File: src/rtl/time_uart_reporter.sv
// Time-of-day reporter: snapshots hours/minutes and streams "HH:MM[\r\n]" as ASCII
// into a byte-wide UART transmitter using its start/ready handshake.
module time_uart_reporter #(
    parameter bit          AutoReport = 1'b1,
    parameter bit          AppendCrLf = 1'b1,
    parameter logic [7:0]  Separator  = 8'h3A,
    parameter int unsigned AckTimeout = 16
) (
    input  logic       clock,
    input  logic       reset,
    input  logic [5:0] minutes,
    input  logic [5:0] hours,
    input  logic       reportRequest,
    input  logic       uartReady,
    output logic       startTransmission,
    output logic [7:0] dataBits,
    output logic       busy,
    output logic       messageDone,
    output logic       error
);

    localparam logic [2:0] StIdle      = 3'd0;
    localparam logic [2:0] StLoad      = 3'd1;
    localparam logic [2:0] StWaitReady = 3'd2;
    localparam logic [2:0] StWaitAck   = 3'd3;
    localparam logic [2:0] StWaitDone  = 3'd4;

    localparam logic [2:0]  LastIndex = AppendCrLf ? 3'd6 : 3'd4;
    localparam int unsigned CntW      = (AckTimeout > 1) ? $clog2(AckTimeout) : 1;
    localparam logic [CntW-1:0] CntMax = CntW'(AckTimeout - 1);

    logic [2:0]      state_q, state_d;
    logic [2:0]      idx_q, idx_d;
    logic            pending_q, pending_d;
    logic [5:0]      prev_min_q;
    logic [CntW-1:0] cnt_q, cnt_d;
    logic [15:0]     hours_ascii_q, hours_ascii_d;
    logic [15:0]     min_ascii_q, min_ascii_d;
    logic            start_q, start_d;
    logic [7:0]      data_q, data_d;
    logic            done_q, done_d;
    logic            error_q, error_d;
    logic            trig;
    logic [7:0]      cur_byte;

    // Binary 0..63 to two ASCII digits; tens saturates naturally at 6.
    function automatic logic [15:0] to_ascii(input logic [5:0] value);
        logic [3:0] tens;
        logic [5:0] rem;
        tens = 4'd0;
        rem  = value;
        for (int i = 0; i < 6; i++) begin
            if (rem >= 6'd10) begin
                rem  = rem - 6'd10;
                tens = tens + 4'd1;
            end
        end
        return {8'h30 + {4'h0, tens}, 8'h30 + {2'b00, rem}};
    endfunction

    assign trig = reportRequest | (AutoReport & (minutes != prev_min_q));

    always_comb begin
        cur_byte = 8'h0A;
        case (idx_q)
            3'd0:    cur_byte = hours_ascii_q[15:8];
            3'd1:    cur_byte = hours_ascii_q[7:0];
            3'd2:    cur_byte = Separator;
            3'd3:    cur_byte = min_ascii_q[15:8];
            3'd4:    cur_byte = min_ascii_q[7:0];
            3'd5:    cur_byte = 8'h0D;
            default: cur_byte = 8'h0A;
        endcase
    end

    always_comb begin
        state_d       = state_q;
        idx_d         = idx_q;
        pending_d     = pending_q | (trig & (state_q != StIdle));
        cnt_d         = cnt_q;
        hours_ascii_d = hours_ascii_q;
        min_ascii_d   = min_ascii_q;
        start_d       = 1'b0;
        data_d        = data_q;
        done_d        = 1'b0;
        error_d       = 1'b0;
        unique case (state_q)
            StIdle: begin
                if (trig || pending_q) begin
                    state_d   = StLoad;
                    pending_d = 1'b0;
                end
            end
            StLoad: begin
                hours_ascii_d = to_ascii(hours);
                min_ascii_d   = to_ascii(minutes);
                state_d       = StWaitReady;
            end
            StWaitReady: begin
                if (uartReady) begin
                    data_d  = cur_byte;
                    start_d = 1'b1;
                    cnt_d   = '0;
                    state_d = StWaitAck;
                end
            end
            StWaitAck: begin
                if (!uartReady) begin
                    state_d = StWaitDone;
                end else if (cnt_q == CntMax) begin
                    // Transmitter never took the byte: abandon the message.
                    error_d = 1'b1;
                    idx_d   = 3'd0;
                    state_d = StIdle;
                end else begin
                    cnt_d = cnt_q + CntW'(1);
                end
            end
            StWaitDone: begin
                if (uartReady) begin
                    if (idx_q == LastIndex) begin
                        done_d  = 1'b1;
                        idx_d   = 3'd0;
                        state_d = StIdle;
                    end else begin
                        idx_d   = idx_q + 3'd1;
                        state_d = StWaitReady;
                    end
                end
            end
            default: state_d = StIdle;
        endcase
    end

    always_ff @(posedge clock) begin
        if (reset) begin
            state_q       <= StIdle;
            idx_q         <= 3'd0;
            pending_q     <= 1'b0;
            prev_min_q    <= minutes;
            cnt_q         <= '0;
            hours_ascii_q <= 16'h0000;
            min_ascii_q   <= 16'h0000;
            start_q       <= 1'b0;
            data_q        <= 8'h00;
            done_q        <= 1'b0;
            error_q       <= 1'b0;
        end else begin
            state_q       <= state_d;
            idx_q         <= idx_d;
            pending_q     <= pending_d;
            prev_min_q    <= minutes;
            cnt_q         <= cnt_d;
            hours_ascii_q <= hours_ascii_d;
            min_ascii_q   <= min_ascii_d;
            start_q       <= start_d;
            data_q        <= data_d;
            done_q        <= done_d;
            error_q       <= error_d;
        end
    end

    assign startTransmission = start_q;
    assign dataBits          = data_q;
    assign busy              = (state_q != StIdle);
    assign messageDone       = done_q;
    assign error             = error_q;

endmodule

File: config.mk
export PLATFORM = sky130hd
export DESIGN_NAME = time_uart_reporter
export DESIGN_NICKNAME = d
export VERILOG_FILES = /design/src/rtl/time_uart_reporter.sv
export SDC_FILE = /design/constraint.sdc
export NUM_CORES = 1
export LEC_CHECK = 0
export ABC_AREA = 1
export BUFFER_PORTS_ARGS = -buffer_cell sky130_fd_sc_hd__buf_2
export CAP_MARGIN = 5
export CORE_MARGIN = 8
export CORE_UTILIZATION = 65
export DETAILED_ROUTE_END_ITERATION = 16
export GPL_ROUTABILITY_DRIVEN = 0
export MAX_ROUTING_LAYER = met4
export PLACE_DENSITY = 0.84
export SYNTH_ARGS = -nofsm -noshare
export SYNTH_HDL_FRONTEND = slang
export SYNTH_SLANG_ARGS = --single-unit
File: constraint.sdc
create_clock -name clock -period 8.8 [get_ports clock]
set_input_delay 0.88 -clock clock [delete_from_list [all_inputs] [get_ports clock]]
set_output_delay 0.88 -clock clock [all_outputs]
set_load 0.03 [all_outputs]
## Yosys cells after proc, flatten, opt, wreduce, memory -nomap -nowiden

Cells that the tools add are included.

| word-level totals | value |
|---|---|
| output and inout bits | 12 |
| logic and storage cells | 159 |
| input bits | 16 |
| flip-flop bits (word level) | 60 |

| cells by class | value |
|---|---|
| bitwise gates (word level) | 7 |
| multiplexer cells | 69 |
| add/sub/neg operators | 28 |
| magnitude comparators | 12 |
| equal/unequal tests | 19 |
| reduce and logical (&&, ||, !) cells | 13 |

Operator list:

| cell | number |
|---|---|
| $mux 6 | 24 |
| $mux 4 | 25 |
| $ge 6x4->1 const B | 12 |
| $sub 6x4->6 const B | 12 |
| $pmux 8 s6 | 1 |
| $add 4x1->4 const B | 11 |
| $mux 3 | 8 |
| $pmux 3 s5 | 1 |
| $add 6x4->7 const A | 2 |
| $add 6x6->7 const A | 2 |
| $eq 3x2->1 const B | 4 |
| $eq 3x3->1 const B | 4 |
| $ne 2x2->1 const B | 6 |
| $reduce_and 4->1 | 3 |
| $pmux 4 s2 | 1 |
| $mux 1 | 7 |
| $eq 3x1->1 const B | 2 |
| $logic_not 3->1 | 2 |
| $ne 6x6->1 | 1 |
| $pmux 3 s2 | 1 |
| $reduce_or 3->1 | 2 |
| $eq 4x4->1 const B | 1 |
| $not 1->1 | 4 |
| $reduce_bool 2->1 | 2 |
| other kinds (9) | 10 |

## Longest topological paths before layout

Gate-level depths: netlist of run 1.

| depth | value |
|---|---|
| depth in word-level cells | 19 |
| gate-level depth with buffers | 50 |
| depth with buffers taken out | 50 |

## Worst setup path after synthesis of run 1

OpenSTA, ideal clock, no wires.

| timing | value |
|---|---|
| path type | input port to flip-flop |
| from | input minutes[2] |
| to | register min_ascii_q[5] |
| path slack | 3178 ps |
| cell stages on the path | 48 |
| data required time | 8730 ps |
| data arrival time | 5552 ps |
| cells stage by stage | inv_1 ha_1 nand2_1 inv_1 a21oi_2 nand2_2 nand2_1 nand2_1 inv_1 ha_1 inv_1 nor2_1 nand3_1 o21ai_2 inv_2 nand2_1 nand2_1 nand2_2 (+12 left out) inv_1 nor2_1 nand3_2 nand4_4 nand2_1 nand2_1 inv_1 ha_1 nand4_1 nand3_4 nand2_1 nand2_2 nand2_2 nand2_2 nand2_4 nand2_1 ha_1 a21oi_1 |

| on the way | value |
|---|---|
| cells in the longest elaborated chain, start to end | 19 |
| elaborated cells on any way between the ends | 25 |
| those cells by class | add/sub (7); order compare (6); mux (12) |

Ends and longest elaborated chain:

| element | line | RTL |
|---|---|---|
| start: declaration | 11 | `input logic [5:0] minutes,` |
| $sub 6x4->6 or $ge 6x4->1 (tied branches) | 54, 53 |  |
| $mux 6 * | 53 | `if (rem >= 6'd10) begin` |
| $mux 6 * | 87 | `unique case (state_q)` |
| $sub 6x4->6 or $ge 6x4->1 (tied branches) | 54, 53 |  |
| $mux 6 * | 53 |  |
| $mux 6 * | 87 |  |
| $sub 6x4->6 or $ge 6x4->1 (tied branches) | 54, 53 |  |
| $mux 6 * | 53 |  |
| (+3 left out) | -- |  |
| $mux 6 * | 87 |  |
| $sub 6x4->6 or $ge 6x4->1 (tied branches) | 54, 53 |  |
| $mux 6 * | 53 |  |
| $mux 6 * | 87 |  |
| $sub 6x4->6 or $ge 6x4->1 (tied branches) | 54, 53 |  |
| $mux 6 * | 53 |  |
| $mux 6 * | 87 |  |
| $add 6x6->7 * | 58 | `return {8'h30 + {4'h0, tens}, 8'h30 + {2'b00, rem}};` |
| end signal: assignment | 155 | `min_ascii_q <= min_ascii_d;` |
| end: declaration | 38 | `logic [15:0] min_ascii_q, min_ascii_d;` |

Every way passes the cells marked *; elsewhere a longest branch is shown, timed or not. The select of a mux whose other input is x is not followed.
A chain may end at the register's enable or synchronous reset.

## Worst setup path after layout of run 1

Ends and elaborated chain as after synthesis.

==> results.txt, run 1 <==
Yosys top cell area share: 21.9%
Avg WL per Cell: 11.6 um
Mean Syn Cell Area: 6.30 um2
Yosys reg bits: 50
Cell mode on critical path: nand2_1
TritonRoute pass-1 iters: 4
Type of the most critical hold path: flip-flop to flip-flop
Via-to-Cell Ratio: 5.32
Sw Ratio: 55.3%
DRC viols: 0
Slowest stage delay, CP: 0.30 ns
Post-CTS sizing: 0
Core ar.: 6790 um2
YS warnings: 0
Status: finished clean
Slowest CP cell: ha_1
Max-slew violations: 0
Setup_tns: 0 ns
Pwr Total: 1.95 mW
NetSw: 1.08 mW
Slew @ Worst Pin: 0.633 ns
# Post-CTS Setup Buffers: 0
Largest net degree at the start of global routing: 28
Register area share after synthesis: 21.9%
VDD IR max: 0.198 mV
Routed Antenna Nets: 0
Synth unique cells: 51
Post-Syn Area: 4580 um2
Critical Path Fanout Max: 10
CTS sink cnt: 50
Mapped Nets: 771
Via Count: 4511
Async SR Flop Fraction: 0%
Die ar.: 9990 um2
Highest Clock Rate: 162 MHz
CTS root buf: clkbuf_8
Leakage Power: 2.58 nW
Initial antenna violation count: 0
Max-slew headroom: 57.7%
Port bufs: 26
Die height: 99.9 um
Max_cap viols: 0
Critical path class: input port to flip-flop
N_diodes: 0
First-pass GRT wire length: 17300 um
CP arrival: 6.41 ns
Num ports: 28
Final worst-path cycle share: 70.1%
Synth top area cells: dfxtp_1 22%, nand2_1 14%, inv_1 10%, ha_1 7.7%, nand3_1 6.4%
Number of synthesized flops with an enable pin: 0
TritonCTS clock tree: done
Internal power: 0.873 mW
Critical Path Start Type: input port
Worst-case clock buffer depth: 2
Dominant cell type by area after synthesis: dfxtp_1
H-tree depth: 2
Finished Cell Area: 4910 um2
Post-route minimum period: 6.17 ns
Routed wire length: 9850 um
Layout Nets: 795
Fillers: 588
Unrepaired setup endpoints after global routing: no
Post-Synthesis Cells: 727
Comb pwr share: 76.5%
P&R area growth vs syn: 7.13%
Vias in the first global route: 4246
Starting utilization of the core area: 67.4%
Initial drt markers: 165
Final design utilization: 72.2%
Horiz. Die Dim: 99.9 um
GRT Overall Usage: 20.4%
Worst setup EP type: flip-flop
Power Density: 398 nW/um2
Row count: 30
Hold Vio Cnt, Final: 0
Post-DP HPWL: 7800 um
Clock latency on the worst-skew pair: 0.30 ns
Layout Skew: 0.00886 ns
Primary FF master, synth: dfxtp_1
Final setup vio count: 0
Placement Cell Area: 4800 um2
CTS buffer count: 5
Grt ovf: 0
Hold_buf cts: 0
Worst path required time: 9.03 ns
Power share of the clock group: 8.1%
Layout cell share with drive strength beyond 1: 15.2%
Flop pwr share: 15.4%
Worst-path clk slew: 0.09 ns
[state kept, by name, indices dropped and copies added (netlist names)]
name,cells
cnt_q,4
error,1
state_q,3
startTransmission,1
idx_q,3
pending_q,1
prev_min_q,6
hours_ascii_q,11
min_ascii_q,12
messageDone,1
dataBits,7
[cell usage in the layout, fill, tap and decap left out, types with 6 or more instances in the layout]
cell     netlist  routed
xor2_1        12      12
nand2_4        8       8
inv_1        124     124
inv_2         11      11
dfxtp_1       50      50
nand2_2       31      31
o21ai_0       27      27
buf_2          1      26
o21ai_1        7       7
ha_1          28      28
o22ai_1        6       6
nand4_1       15      15
nand2_1      175     175
nor2_1        50      50
a21oi_1       38      38
nand3_1       59      59
xnor2_1        6       6
[power groups by stage]
| stage | clock network [mW] | registers [mW] | logic [mW] |
|---|---|---|---|
| finish | 0.159 | 0.301 | 1.49 |
| floorplan | 0 | 0.303 | 1.23 |
| detailed placement | 0 | 0.305 | 1.48 |
| global placement | 0 | 0.303 | 1.41 |
| CTS | 0.160 | 0.300 | 1.48 |
| global route | 0.169 | 0.305 | 1.71 |
[area by class of cell]
cell class | instances | area [um2] | share of cell area, %
sequential | 50 | 1000 | 20.4
timing repair buffer | 27 | 138 | 2.81
tap | 96 | 120 | 2.45
multi-input combinational | 528 | 3010 | 61.4
clock buffer | 6 | 72.6 | 1.48
inverter | 139 | 527 | 10.7
clock inverter | 2 | 37.5 | 0.765
[worst paths after layout]
| path | startpoint | endpoint | slack (ns) | cells past startpoint |
|---|---|---|---|---|
| worst max-delay path | minutes[2] | min_ascii_q[5] | 2.63 | 49 |
| worst min-delay path | min_ascii_q[12] | min_ascii_q[12] | 0.47 | 1 |
| worst max register to register | state_q[2] | cnt_q[3] | 6.68 | 12 |
| worst min register to register | min_ascii_q[12] | min_ascii_q[12] | 0.47 | 1 |
[metal layers]
layer / GRT usage [%] / wire length, um
met5: - / 0
met4: 6.05 / 108
met3: 1.73 / 301
met2: 37.0 / 4870
met1: 23.3 / 4570
[cells in the mapped netlist, types with 2 or more instances]
cell type and n:
nand2_1 175, inv_1 124, nand3_1 59, dfxtp_1 50, nor2_1 50, a21oi_1 38
nand2_2 31, ha_1 28, o21ai_0 27, nand4_1 15, xor2_1 12, inv_2 11
nand2_4 8, clkbuf_1 7, o21ai_1 7, o22ai_1 6, xnor2_1 6, a211oi_1 5
nor2_4 5, nor3_1 5, o21ai_2 4, a21oi_2 3, a31oi_1 3, clkinv_1 3
nand3_2 3, nand3b_1 3, nor4_1 3, o211ai_1 3, or2_2 3, a21oi_4 2
a221oi_1 2, a311oi_1 2, buf_4 2, nand4_4 2, nor2_2 2, o21a_1 2
o31ai_1 2
[worst max-delay path, delay by kind of cell]
kind            cells  cell delay [ns]
buf+inv            12             0.85
compound gates      3             0.57
simple gates       28             2.94
fa+ha+maj           6             1.15
[logic make-up (layout without fill, tap and decap cells)]
group                      after synthesis  count (layout)  share of synthesized area [%]
AOI/OAI and AO/OA                      114             114                           15.7
xor gates and xnor gates                18              18                           3.44
adders and majority gates               28              28                           7.65
buffers and inverters                  149             174                           12.5
DFF                                     50              50                           21.9
other                                    1               1                         0.0819
and+or+nand+nor                        367             367                           38.8
[stage by stage]
step	worst slack [ns]	instances	hold WS, ns
floorplan	3.18	727	0.434
detailed placement	2.35	840	0.452
global route	1.91	848	0.496
finish	2.63	848	0.473
CTS	2.66	848	0.473
global placement	2.75	840	0.444
(Power assumes the default switching activity.)
==> inputs of run 2 (changes only) <==
--- a/config.mk
+++ b/config.mk
@@ -5,15 +5,15 @@
 export SDC_FILE = /design/constraint.sdc
 export NUM_CORES = 1
 export LEC_CHECK = 0
-export ABC_AREA = 1
+export ABC_AREA = 0
 export BUFFER_PORTS_ARGS = -buffer_cell sky130_fd_sc_hd__buf_2
 export CAP_MARGIN = 5
 export CORE_MARGIN = 8
-export CORE_UTILIZATION = 65
+export CORE_UTILIZATION = 63
 export DETAILED_ROUTE_END_ITERATION = 16
 export GPL_ROUTABILITY_DRIVEN = 0
 export MAX_ROUTING_LAYER = met4
-export PLACE_DENSITY = 0.84
+export PLACE_DENSITY = 0.82
 export SYNTH_ARGS = -nofsm -noshare
 export SYNTH_HDL_FRONTEND = slang
 export SYNTH_SLANG_ARGS = --single-unit
==> constraint.sdc (replaced) <==
create_clock -name clock -period 6.43 [get_ports clock]
set_input_delay 0.643 -clock clock [delete_from_list [all_inputs] [get_ports clock]]
set_output_delay 0.643 -clock clock [all_outputs]
set_load 0.03 [all_outputs]
==> run 2 against run 1 <==
Against the previous run: the flow now finishes with violations (negative setup slack); die area increased by 9.9%; sequential power is 28% higher; synthesized cell count down 11%; sequential share of layout area fell by 4.5 points; largest power group unchanged; critical endpoint is now hours_ascii_q[10]; hold slack better by 0.0077 ns; final area increased by 28%; register-to-register slack lost 2.3 ns; power is 29% higher; critical path depth shrank 14.
==> results.txt, run 2 <==
Status: complete, but fails checks
Violated checks: negative setup slack
P&R area growth vs syn: 26.8%
Post-DP HPWL: 9430 um (+21%)
Most common cell in the netlist: nor2_1
Mapped Nets: 688 (-11%)
Flop pwr share: 15.3% (about the same)
CTS root buf: clkbuf_8
Register Area: 1000 um2 (unchanged)
Reg2reg path depth: 4 (-8)
Largest net degree at the start of global routing: 46 (+64%)
Mean Syn Cell Area: 7.71 um2 (+22%)
Worst-case clock buffer depth: 2 (unchanged)
Commonest non-fill, non-tap cell in the layout: buf_4
Critical path class: input port to flip-flop
Fillers: 468 (-20%)
NetSw: 1.11 mW (+2.9%)
Synth top area cells: dfxtp_1 20%, ha_1 7.1%, nor2_1 4.9%, a21oi_1 4.1%, nand2_1 4.0%
CTS sink cnt: 50 (unchanged)
Grt ovf: 0 (unchanged)
Routed Antenna Nets: 0 (unchanged)
TritonRoute pass-1 iters: 5 (+1)
Final worst-path cycle share: 100%
Worst path required time: 6.64 ns (-2.39 ns)
Yosys top cell area share: 20.2% (-1.7 points)
Slowest stage delay, CP: 0.42 ns (+0.12 ns)
Layout Skew: 0.00686 ns (-0.00200 ns)
Hold Vio Cnt, Final: 0 (unchanged)
Hold_sp: min_ascii_q[1]
Yosys reg bits: 50 (unchanged)
Placed Cells: 820 (-2.4%)
Final design utilization: 81.8% (+9.6 points)
Worst hold margin: 0.481 ns (+0.00765 ns)
Initial drt markers: 264 (+60%)
Setup ws final: -0.0283 ns (-2.66 ns)
Critical Path Fanout Max: 4 (-6)
Setup_tns: -0.0283 ns (-0.0283 ns)
Worst setup EP type: flip-flop
Highest Clock Rate: 155 MHz
Worst-path clk slew: 0.09 ns (about the same)
Dominant cell type by area after synthesis: dfxtp_1
N_diodes: 0 (unchanged)
Primary FF master, synth: dfxtp_1
Slew @ Worst Pin: 0.871 ns (+0.237 ns)
Async SR Flop Fraction: 0% (unchanged)
Leakage Power: 2.58 nW (about the same)
Unrepaired setup endpoints after global routing: yes
Die height: 105 um (+4.8%)
Commonest non-fill, non-tap cells in the layout: 95 x buf_4, 62 x nor2_1, 52 x nand2_1
Max_cap viols: 0 (unchanged)
Post-route insts no fill: 841 (-0.83%)
VDD IR max: 0.183 mV (-7.6%)
Post-synthesis adder-cell area fraction: 7.06% (-0.59 points)
Post-route minimum period: 6.46 ns
GRT Overall Usage: 22.6% (+2.2 points)
Clock latency on the worst-skew pair: 0.31 ns (about the same)
RR Startpoint: state_q[1]
Synth top cells by count: 65 x nor2_1, 53 x nand2_1, 50 x dfxtp_1
Via Count: 5366 (+19%)
Slowest CP cell: a211o_1
Multi-input logic area: 4020 um2 (+34%)
CTS buffer count: 5 (unchanged)
TritonCTS clock tree: done
Comb pwr share: 76.0% (-0.5 points)
Max-slew violations: 0 (unchanged)
Largest family of logic cells by synthesized area: simple AND/OR/NAND/NOR gates
Power Density: 401 nW/um2 (+0.65%)
Vias in the first global route: 4902 (+15%)
Register area share after synthesis: 20.2% (-1.7 points)
Layout cell share with drive strength beyond 1: 31.9% (+17 points)
YS warnings: 0 (unchanged)
Pwr Total: 2.52 mW (+29%)
Internal power: 1.41 mW (+61%)
Row count: 32 (+6.7%)
Synth unique cells: 88 (+73%)
Final setup vio count: 1 (+1)
Max reg flops: 12 (unchanged)
Max-slew headroom: 42.0% (-16 points)
Layout Nets: 782 (-1.6%)
Compound-Gate Fraction of Synth Area: 26.8% (+11 points)
Hold_buf cts: 0 (unchanged)
Num ports: 28 (unchanged)
Type of the most critical hold path: flip-flop to flip-flop
Hold Path Stages: 2 (+1)
Starting utilization of the core area: 64.6% (-2.9 points)
Sw Ratio: 44.1% (-11 points)
Critical Path Start Type: input port
Routed wire length: 14400 um (+46%)
Post-Syn Area: 4960 um2 (+8.4%)
H-tree depth: 2 (unchanged)
Core ar.: 7690 um2 (+13%)
Post-Synth XOR/XNOR Area: 6.15% (+2.7 points)
Power share of the clock group: 8.7% (+0.6 points)
DRC viols: 0 (unchanged)
First-pass GRT wire length: 21500 um (+24%)
Crit. Startpoint: hours[2]
Horiz. Die Dim: 105 um (+4.8%)
Initial antenna violation count: 0 (unchanged)
Mux contribution to synthesized area: 5.77% (+5.8 points)
Cell mode on critical path: ha_4
Synth Area in Simple Gates: 27.6% (-11 points)
Via-to-Cell Ratio: 6.38 (+20%)
CP arrival: 6.67 ns (+0.26 ns)
Port bufs: 26 (unchanged)
Post-Synthesis Cells: 644 (-11%)
Avg WL per Cell: 17.1 um (+47%)
Reg with most FFs: min_ascii_q
Number of synthesized flops with an enable pin: 0 (unchanged)
Die ar.: 11000 um2 (+9.9%)
-- run 2: final cells by class --
cell class                      instances  area share [%]
Sequential cell                        50            15.9
Inverter                               32            2.15
Multi-Input combinational cell        525            63.9
Clock buffer                            7            1.21
Timing Repair Buffer                  124            14.3
Clock inverter                          1           0.477
Tap cell                              102            2.03
-- run 2: per-stage QoR --
stage	cell area, um2	worst slack [ns]
finish	6290	-0.0283
CTS	5900	-0.00400
global route	6290	-0.185
global placement	5780	-0.264
detailed placement	5780	-0.481
floorplan	5070	-0.218
-- run 2: final timing paths --
| check | slack [ns] | end |
|---|---|---|
| hold / removal | 0.48 | min_ascii_q[1] |
| setup reg to reg | 4.38 | dataBits[1] |
| hold reg to reg | 0.48 | min_ascii_q[1] |
| setup / recovery | -0.03 | hours_ascii_q[10] |
-- run 2: layer usage --
metal	vias to the layer above	GRT usage, %	wire (um)	share of wire (%)
met3	29	2.76	792	5.5
met5	-	-	0	0
met2	233	39.0	7420	52
met1	2573	26.6	5880	41
li1	2531	-	-	-
met4	0	7.54	274	1.9
-- run 2: logic make-up (layout without fill, tap and decap cells) --
logic type,after synthesis,in the layout
simple gates,255,255
compound gates,182,182
buf+inv,69,164
flops,50,50
xor+xnor,34,34
fa+ha+maj,28,28
mux,25,25
other cells,1,1
-- run 2: power by group through the flow --
stage / registers (mW) / logic, mW / clock network, mW
final: 0.385 / 1.92 / 0.220
after global placement: 0.387 / 1.41 / 0
after CTS: 0.383 / 1.51 / 0.219
after floorplan: 0.385 / 1.07 / 0
after detailed placement: 0.389 / 1.49 / 0
after global routing: 0.389 / 2.04 / 0.232
-- run 2: critical path, delay by kind of cell --
family	cells	cell delay, ns
simple gates	11	1.63
fa+ha+maj	6	1.03
buf+inv	5	0.35
compound gates	8	1.87
xor+xnor	1	0.13
mux	4	1.02
-- run 2: repair_timing --
action                                  4_1_cts  5_1_grt
endpoints found under the setup margin        8       19
endpoints found under the hold margin         0        0
setup buffers                                 1       12
gates resized for setup                       3       65
pin swaps                                     2       37
==> inputs of run 3 (changes only) <==
--- a/config.mk
+++ b/config.mk
@@ -9,11 +9,13 @@
 export BUFFER_PORTS_ARGS = -buffer_cell sky130_fd_sc_hd__buf_2
 export CAP_MARGIN = 5
 export CORE_MARGIN = 8
-export CORE_UTILIZATION = 63
+export CORE_UTILIZATION = 58
+export CTS_BUF_LIST = sky130_fd_sc_hd__clkbuf_4 sky130_fd_sc_hd__clkbuf_8
 export DETAILED_ROUTE_END_ITERATION = 16
 export GPL_ROUTABILITY_DRIVEN = 0
 export MAX_ROUTING_LAYER = met4
-export PLACE_DENSITY = 0.82
+export PLACE_DENSITY = 0.79
+export SLEW_MARGIN = 20
 export SYNTH_ARGS = -nofsm -noshare
 export SYNTH_HDL_FRONTEND = slang
 export SYNTH_SLANG_ARGS = --single-unit
==> constraint.sdc (replaced) <==
create_clock -name clock -period 5.55 [get_ports clock]
set_input_delay 0.555 -clock clock [delete_from_list [all_inputs] [get_ports clock]]
set_output_delay 0.555 -clock clock [all_outputs]
set_load 0.03 [all_outputs]
==> run 3 against run 2 <==
Against the previous run: the flow still finishes with violations (negative setup slack); largest cell class unchanged; largest power group unchanged; final cell count rose by 12%; flip-flop and latch count did not move; register-to-register slack got worse by 1.1 ns; global-route usage rose by 9.5 points.
==> results.txt, run 3 (synthesized netlist as in run 2, its figures left out) <==
Status: complete, but fails checks
Violated checks: negative setup slack
CTS root buf: clkbuf_8
Setup ws final: -0.996 ns (-0.967 ns)
Num ports: 28 (unchanged)
Reg with most FFs: min_ascii_q
Via Count: 6773 (+26%)
N_diodes: 0 (unchanged)
Slowest stage delay, CP: 0.43 ns (about the same)
CTS sink cnt: 50 (unchanged)
Comb pwr share: 82.5% (+6.5 points)
Layout Nets: 879 (+12%)
Worst-case clock buffer depth: 2 (unchanged)
Max-slew violations: 0 (unchanged)
TritonCTS clock tree: done
Core ar.: 8260 um2 (+7.4%)
Row count: 33 (+3.1%)
P&R area growth vs syn: 49.7%
Leakage Power: 3.14 nW (+22%)
Type of the most critical hold path: flip-flop to flip-flop
Largest net degree at the start of global routing: 46 (unchanged)
Horiz. Die Dim: 108 um (+3.6%)
Via-to-Cell Ratio: 7.21 (+13%)
Slew @ Worst Pin: 0.886 ns (+0.0156 ns)
Critical Path Start Type: input port
Power share of the clock group: 5.6% (-3.1 points)
Max reg flops: 12 (unchanged)
Commonest non-fill, non-tap cells in the layout: 183 x buf_4, 57 x nor2_1, 50 x dfxtp_1
Max_cap viols: 0 (unchanged)
NetSw: 1.78 mW (+60%)
Avg WL per Cell: 24.1 um (+41%)
Hold_buf cts: 0 (unchanged)
Placed Cells: 892 (+8.8%)
Multi-input logic area: 4390 um2 (+9.1%)
GRT Overall Usage: 32.1% (+9.5 points)
Fillers: 324 (-31%)
Critical path class: input port to flip-flop
Worst path required time: 5.77 ns (-0.87 ns)
Crit. Startpoint: hours[2]
Post-route insts no fill: 940 (+12%)
Layout Skew: 0.00615 ns (-0.000709 ns)
Post-DP HPWL: 10500 um (+12%)
DRC viols: 0 (unchanged)
Final worst-path cycle share: 118%
Slowest CP cell: or3_4
Sw Ratio: 46.6% (+2.5 points)
Final design utilization: 89.9% (+8.1 points)
Port bufs: 26 (unchanged)
Vias in the first global route: 6440 (+31%)
RR Startpoint: state_q[0]
Starting utilization of the core area: 60.1% (-4.5 points)
Routed wire length: 22700 um (+58%)
Initial drt markers: 754 (+190%)
VDD IR max: 0.306 mV (+67%)
Register Area: 1000 um2 (unchanged)
Flop pwr share: 11.9% (-3.4 points)
First-pass GRT wire length: 30300 um (+41%)
Unrepaired setup endpoints after global routing: yes
H-tree depth: 2 (unchanged)
Finished Cell Area: 7430 um2 (+18%)
Commonest non-fill, non-tap cell in the layout: buf_4
Worst setup EP type: flip-flop
Clock latency on the worst-skew pair: 0.31 ns (about the same)
Die ar.: 11800 um2 (+7.3%)
Hold_sp: dataBits[6]
Critical Path Fanout Max: 5 (+1)
Placement Cell Area: 6480 um2 (+12%)
Initial antenna violation count: 0 (unchanged)
Final setup vio count: 20 (+19)
Max-slew headroom: 40.9% (-1.0 points)
CTS buffer count: 5 (unchanged)
Power Density: 513 nW/um2 (+28%)
Layout cell share with drive strength beyond 1: 44.7% (+13 points)
Internal power: 2.03 mW (+44%)
Highest Clock Rate: 153 MHz
CP arrival: 6.77 ns (+0.10 ns)
Die height: 108 um (+3.6%)
Pwr Total: 3.81 mW (+51%)
TritonRoute pass-1 iters: 6 (+1)
Hold Vio Cnt, Final: 0 (unchanged)
Cell mode on critical path: buf_4
Grt ovf: 0 (unchanged)
Routed Antenna Nets: 0 (unchanged)
Post-route minimum period: 6.55 ns
Worst-path clk slew: 0.08 ns (about the same)
-- run 3: changes by cell type in the layout (fill, tap and decap cells not counted), moves of 4 or more --
cell	delta
buf_4	+88
buf_6	+10
ha_4	+7
nand2_1	-7
ha_1	-5
nand2_2	+5
nor2_1	-5
nor2_4	+5
inv_1	-4
-- run 3: layout make-up --
class / instances / share of cell area (%)
clock buffers: 6 / 1.03
well taps: 105 / 1.77
flip-flops and latches: 50 / 13.5
inverters: 32 / 1.95
repair buffers: 221 / 22.6
multi-input cells: 525 / 59.1
clock inverters: 1 / 0.101
-- run 3: power by group through the flow --
stage,clock network [mW],registers [mW],logic (mW)
6_report,0.212,0.454,3.14
3_5_place_dp,0,0.452,2.08
2_1_floorplan,0,0.446,1.36
5_1_grt,0.221,0.458,3.27
3_3_place_gp,0,0.449,1.97
4_1_cts,0.203,0.444,2.52
-- run 3: critical path: cells and delay by family --
| family | cells | cell delay (ns) |
|---|---|---|
| mux | 2 | 0.55 |
| fa+ha+maj | 4 | 0.77 |
| compound gates | 8 | 1.90 |
| buf+inv | 11 | 1.00 |
| simple gates | 11 | 1.82 |
| xor+xnor | 1 | 0.17 |
-- run 3: per-layer routing --
layer,part of all wire [%],track usage (%)
met1,33,32.8
met2,46,55.0
met3,11,5.35
met4,9.8,22.8
met5,0,-
-- run 3: what timing repair did --
action / CTS / global route
endpoints found under the setup margin: 20 / 20
pin swaps: 46 / 28
setup buffers: 32 / 16
resized for setup: 80 / 36
-- run 3: worst paths after layout --
path,endpoint,cells past startpoint,slack (ns)
hold reg to reg,dataBits[6],2,0.50
hold / removal,dataBits[6],2,0.50
setup / recovery,hours_ascii_q[5],37,-1.0
setup reg to reg,hours_ascii_q[1],5,3.27
-- run 3: stage by stage --
step | setup WS, ns | hold slack [ns] | setup TNS, ns
2_1_floorplan | -1.01 | 0.432 | -10.83
3_3_place_gp | -0.775 | 0.443 | -12.82
3_5_place_dp | -1.11 | 0.449 | -17.61
4_1_cts | -0.340 | 0.469 | -3.43
5_1_grt | -1.28 | 0.509 | -21.28
6_report | -0.996 | 0.497 | -15.28
